===== config.mk =====
export PLATFORM = sky130hd
export DESIGN_NAME = sync_to_ncl_encoder
export DESIGN_NICKNAME = d
export VERILOG_FILES = /design/src/rtl/sync_to_ncl_encoder.sv
export SDC_FILE = /design/constraint.sdc
export NUM_CORES = 1
export LEC_CHECK = 0
export CAP_MARGIN = 20
export CORE_ASPECT_RATIO = 0.5
export CORE_UTILIZATION = 47
export CTS_CLUSTER_DIAMETER = 60
export CTS_CLUSTER_SIZE = 10
export DETAILED_ROUTE_END_ITERATION = 8
export GPL_TIMING_DRIVEN = 0
export PLACE_DENSITY = 0.71
export SKIP_LAST_GASP = 1
export SYNTH_ARGS = -nofsm -noshare
export SYNTH_HDL_FRONTEND = slang
export SYNTH_SLANG_ARGS = --single-unit

===== constraint.sdc =====
create_clock -name clk -period 1.9 [get_ports clk]
set_clock_uncertainty 0.15 [all_clocks]
set_input_delay 0.19 -clock clk [delete_from_list [all_inputs] [get_ports clk]]
set_output_delay 0.19 -clock clk [all_outputs]
set_load 0.05 [all_outputs]

===== src/rtl/sync_to_ncl_encoder.sv =====
// sync_to_ncl_encoder: buffers binary words in a FIFO and presents them as NCL wavefronts
//   clk, rst            : rising-edge clock, asynchronous active-high reset
//   in_valid, in_ready  : producer handshake for in_data (binary word)
//   ki                  : asynchronous receiver completion, 1 = request DATA, 0 = request NULL
//   out_rails           : registered NCL wavefront (dual-rail MODE=0, quad-rail MODE=1)
//   fifo_count, tok_cnt : FIFO occupancy, count of completed DATA wavefronts (wrapping)
module sync_to_ncl_encoder #(
   parameter int WIDTH = 8,
   parameter int MODE = 0,
   parameter int DEPTH = 4,
   parameter int SYNC_STAGES = 2
) (
   input  logic                    clk,
   input  logic                    rst,
   input  logic                    in_valid,
   output logic                    in_ready,
   input  logic [WIDTH-1:0]        in_data,
   input  logic                    ki,
   output logic [2*WIDTH-1:0]      out_rails,
   output logic [$clog2(DEPTH):0]  fifo_count,
   output logic [15:0]             tok_cnt
);
   localparam int AW = $clog2(DEPTH);
   localparam logic [AW:0] FULL = DEPTH[AW:0];
   typedef enum logic {S_NULL, S_DATA} state_t;
   state_t state, state_n;
   logic [SYNC_STAGES-1:0] ki_sync;
   logic ki_s, push, load, pop;
   logic [WIDTH-1:0] mem [DEPTH];
   logic [AW-1:0] wp, rp;
   logic [WIDTH-1:0] head;
   logic [2*WIDTH-1:0] enc;
   assign ki_s = ki_sync[SYNC_STAGES-1];
   assign in_ready = fifo_count < FULL;
   assign push = in_valid && in_ready;
   assign head = mem[rp];
   generate
      if (MODE == 0) begin : g_dual
         for (genvar g = 0; g < WIDTH; g++) begin : g_bit
            assign enc[2*g +: 2] = head[g] ? 2'b10 : 2'b01;
         end
      end else begin : g_quad
         for (genvar g = 0; g < WIDTH/2; g++) begin : g_pair
            assign enc[4*g +: 4] = 4'b0001 << head[2*g +: 2];
         end
      end
   endgenerate
   // ki is only ever observed through this synchronizer
   always_ff @(posedge clk or posedge rst)
      if (rst) ki_sync <= '0;
      else ki_sync <= {ki_sync[SYNC_STAGES-2:0], ki};
   always_ff @(posedge clk or posedge rst)
      if (rst) state <= S_NULL;
      else state <= state_n;
   always_comb begin
      state_n = state;
      load = 1'b0;
      pop = 1'b0;
      if (state == S_NULL && ki_s && fifo_count != '0) begin
         state_n = S_DATA;
         load = 1'b1;
      end
      if (state == S_DATA && !ki_s) begin
         state_n = S_NULL;
         pop = 1'b1;
      end
   end
   // head is popped only when its DATA wavefront is acknowledged, so it stays fixed during S_DATA
   always_ff @(posedge clk or posedge rst)
      if (rst) begin
         out_rails <= '0;
         fifo_count <= '0;
         tok_cnt <= '0;
         wp <= '0;
         rp <= '0;
      end else begin
         if (load) out_rails <= enc;
         else if (pop) out_rails <= '0;
         if (push) wp <= wp + 1'b1;
         if (pop) begin
            rp <= rp + 1'b1;
            tok_cnt <= tok_cnt + 16'd1;
         end
         fifo_count <= fifo_count + {{AW{1'b0}}, push} - {{AW{1'b0}}, pop};
      end
   always_ff @(posedge clk)
      if (push) mem[wp] <= in_data;
endmodule

## After elaboration in Yosys (flattened, before gate mapping)

Memories as Yosys holds them, arrays and structs flattened.
Index checks and enable logic that the tools add are counted.

| word-level totals | value |
|---|---|
| bits in registers | 42 |
| RAM bits | 32 |
| output and inout port bits | 36 |
| memories | 1 |

Memory list:

| memory | words | bits a word | rd ports | clocked after Yosys merged registers in | write ports | line | text |
|---|---|---|---|---|---|---|---|
| mem | 4 | 8 | 1 | 0 | 1 | 29 | `logic [WIDTH-1:0] mem [DEPTH];` |

| operators by class | value |
|---|---|
| add/sub/neg operators | 5 |
| order comparisons | 1 |
| multiplexer cells | 16 |
| bitwise gates (word level) | 1 |
| reductions and logical operators | 8 |

Operators with widths:

| kind | count |
|---|---|
| 16-bit two-way mux | 2 |
| 16-bit by 1-bit adder with 16-bit output, second input constant | 1 |
| 2-bit two-way mux | 8 |
| 1-bit two-way mux | 6 |
| 2-bit by 1-bit adder with 2-bit output, second input constant | 2 |
| 1-bit logical AND | 4 |
| 2-bit nonzero test | 2 |
| 3-bit by 1-bit adder with 3-bit output | 1 |
| 3-bit < comparator, second input constant | 1 |
| 3-bit nonzero test | 1 |
| 3-bit by 1-bit subtractor with 3-bit output | 1 |
| 1-bit zero test | 1 |
| 1-bit inverter | 1 |

## Depth between registers and ports, before layout

| depth | value |
|---|---|
| depth in word-level cells | 5 |
| depth in mapped cells | 8 |

## Least setup slack after synthesis

Ideal clock, no wire load.

| timing path | value |
|---|---|
| kind | register to register |
| from | register fifo_count[2] |
| to | register fifo_count[2] |
| setup time | 0.139 ns |
| data arrival time | 2.004 ns |
| data required time | 1.611 ns |
| slack | -0.394 ns |
| stages on the path, launching flop included | 9 |
| clock period less this slack | 2.294 ns |
| cells stage by stage | dfrtp_1 > nor2b_1 > clkbuf_1 > or2_1 > nand2_1 > ha_1 > fa_1 > xnor2_1 > xnor2_1 |

| between the ends | value |
|---|---|
| word-level cells in the longest chain between the ends | 4 |

Ends and longest elaborated chain:

| item | line | text |
|---|---|---|
| start, declared | 20 | `output logic [$clog2(DEPTH):0] fifo_count,` |
| start signal, assigned | 84 | `fifo_count <= fifo_count + {{AW{1'b0}}, push} - {{AW{1'b0}}, pop};` |
| 3-bit < comparator | 34 | `assign in_ready = fifo_count < FULL;` |
| 1-bit logical AND | 35 | `assign push = in_valid && in_ready;` |
| 3-bit by 1-bit adder with 3-bit output (*) | 84 |  |
| 3-bit by 1-bit subtractor with 3-bit output (*) | 84 |  |

Mark *: on every way between the ends. The rest lies on a longest branch, timed or not.
A chain may end at the register's enable or synchronous reset.

## Final worst setup path

| timing path | value |
|---|---|
| from | register ki_sync[1] |
| to | register fifo_count[2] |

| between the ends | value |
|---|---|
| word-level cells in the longest chain between the ends | 4 |

Ends and longest elaborated chain:

| item | line | text |
|---|---|---|
| start, declared | 27 | `logic [SYNC_STAGES-1:0] ki_sync;` |
| start signal, assigned | 51 | `else ki_sync <= {ki_sync[SYNC_STAGES-2:0], ki};` |
| 1-bit zero test | 63 | `if (state == S_DATA && !ki_s) begin` |
| 1-bit logical AND | 63 |  |
| 1-bit two-way mux | 63 |  |
| 3-bit by 1-bit subtractor with 3-bit output | 84 |  |

Every way passes these cells.

==> impl_metrics.toml <==
[outcome]
status = "complete, but fails checks"
violations = "design-rule violations, negative setup slack"

[clocking]
cts_root_buf = "clkbuf_16"
clk_pin_slew_ns = 0.06
cts_sinks = 74
cts_buffers = 9
cts_tree = "built"
htree_levels = 3
clock_latency_ns = 0.33
cts-hold-fix-buffers = 0
clock_path_buffers = 2

[timing]
fin_crit_ns = 1.93
hold_viol = 0
postLayoutSetupSlackWorst_ns = -0.0339
finalSetupViolCount = 1
slew_viol_final = 0
rsz0062_at_grt = "true"
fmax_mhz = 517
worstMarginPinSlew_ns = 0.845
maxSlewHeadroom_pct = 43.6
holdWs_ns = 0.167
period_share_pct = 102

[synthesis]
synth_cell_type_count = 31
ys.flop_type = "dfrtp_1"
synth_top_area_share_pct = 35.3
netlist.top_cell.by_area = "dfrtp_1"
synthesis.area_um2 = 2980
yosys.cell_count.top_type = "dfrtp_1"
synth_edf_count = 32
async_flop_share_pct = 56.8
synthTopCellsByArea = "dfrtp_1 35%, edfxtp_1 32%, mux4_2 6.1%"
yosysSeqAreaShare_pct = 67.6
synthCells = 207
ys_warn_count = 0
syn-num-nets = 226
avgSynthCellArea_um2 = 14.4
synth_common_cells = "42 x dfrtp_1, 32 x edfxtp_1, 30 x nand2_1"
synth_seq_cells = 74

[routing]
drt_wl_total_mm = 5.71
drt_iter0_drc = 137
routed_via_density = 5.06
drt-pass1-iter-count = 6
antenna_left = 0
vias = 1831
drc = 2
avgRoutedWirePerCell_um = 15.8

[final_layout]
layout-drive-gt1-share_pct = 16.4
fin_util_pct = 64.7
area_delta_synth_final_pct = 32.2
nFillCells = 440
n_antenna_cell = 0
final_nets = 288

[worst_hold_path]
hp-class = "in2reg"

[power]
p_per_area_nw_per_um2 = 1670
peakVddDrop_mv = 0.615
p_leak_nw = 1.74

[setup_path]
max_stage_delay_ns = 0.40
slowest_stage = "dfrtp_1"
cp_top_family = "adder cells"
cp-end-kind = "flop"
crit_fanout = 4
worstPathArrival_ns = 2.01
setup.worst_path.start_class = "flop"
worstPathRequired_ns = 1.97
path_buf_inv = 1
critPathKind = "reg2reg"
crit_chain = "nand2b_4 > buf_8 > nand2_1 > nand2_2 > ha_4 > fa_2 > xnor2_2 > xnor2_1"

[grt]
busiest_layer = "met2"
grt_pass1_wl_mm = 9.14
grtUsageTotal_pct = 19.4
antenna_found_initial = 0
met3_usage_pct = 6.59
grt_pass1_vias = 1897
grtUsageMet2_pct = 32.1
grt_overflow = 0
grt_max_degree = 43
grt_util_met1_pct = 22.6

[die]
num_rows = 20
die-height_um = 58.3
core-area_um2 = 6080
io_pins = 48
die_area_um2 = 6670
fp.dieW_um = 115
start_util_pct = 48.9

[job]
max_cap_viol_count = 0

[placement]
gp_congestion = 0.746
io_buffers = 47
place_hpwl_mm = 3.71
==> final timing paths <==
kind / start / slack [ns] / cells after the start / end
max in group asynchronous: rst / 0.81 / 2 / fifo_count[2]
setup / recovery: ki_sync[1] / -0.03 / 8 / fifo_count[2]
min in group asynchronous: rst / 0.19 / 2 / tok_cnt[7]
hold / removal: ki / 0.17 / 1 / ki_sync[0]
setup reg to reg: ki_sync[1] / -0.03 / 8 / fifo_count[2]
hold reg to reg: ki_sync[0] / 0.20 / 0 / ki_sync[1]
==> routing by layer <==
| metal | wire length, um | vias to the layer above |
|---|---|---|
| met2 | 2840 | 37 |
| li1 | - | 860 |
| met4 | 145 | 0 |
| met5 | 0 | - |
| met1 | 2510 | 919 |
| met3 | 220 | 15 |
==> logic make-up (layout without fill, tap and decap cells) <==
family	Yosys count	count (layout)	synth area share (%)
DFF	74	74	67.6
and+or+nand+nor	74	74	13.1
xor gates and xnor gates	20	20	5.89
buffers and inverters	14	81	2.35
AOI/OAI and AO/OA	10	10	1.77
muxes	8	8	6.06
adders and majority gates	7	7	3.20
==> stage by stage <==
step | total power [mW] | std cells | setup TNS, ns | cell area [um2] | setup slack, ns
2_1_floorplan | 4.07 | 207 | -0.213 | 2980 | -0.178
3_3_place_gp | 4.84 | 342 | -11.53 | 3560 | -0.387
3_5_place_dp | 4.93 | 342 | -0.970 | 3560 | -0.390
4_1_cts | 6.60 | 358 | -0.113 | 3860 | -0.113
5_1_grt | 6.87 | 362 | -0.107 | 3930 | -0.107
6_report | 6.58 | 362 | -0.0339 | 3930 | -0.0339
==> cell type report <==
type | instances | area [um2] | area share [%]
flip-flops and latches | 74 | 2010 | 51.2
multi-input cells | 119 | 933 | 23.7
repair buffers | 51 | 504 | 12.8
clock buffers | 11 | 233 | 5.92
well taps | 88 | 110 | 2.80
plain buffers | 8 | 62.6 | 1.59
clock inverters | 5 | 55.1 | 1.40
inverters | 6 | 22.5 | 0.573
==> where the power goes <==
group          internal [mW]  switching [mW]
logic                  0.936            1.66
clock network           1.01           0.619
registers               2.08           0.267
==> state kept, by name, indices dropped and copies added, names as in the netlist <==
signal and flops:
tok_cnt 16, out_rails 16, state 1, fifo_count 3, mem 32, ki_sync 2
rp 2, wp 2
==> cell usage in the layout, fill, tap and decap left out, types with 7 or more instances in the layout <==
cell type,n
nand3_1,17
o21ai_1,8
clkbuf_16,9
clkdlybuf4s50_1,29
dlymetal6s2s_1,7
xnor2_1,15
mux4_2,8
dlygate4sd2_1,11
dfrtp_1,41
edfxtp_1,32
nand2_1,29
==> timing repair <==
item / 4_1_cts / 5_1_grt
pin swaps: 0 / 4
endpoints found under the setup margin: 13 / 11
gates resized for setup: 17 / 13
setup buffers: 0 / 4
endpoints found under the hold margin: 0 / 0
Power figures use the tool's default switching activity.
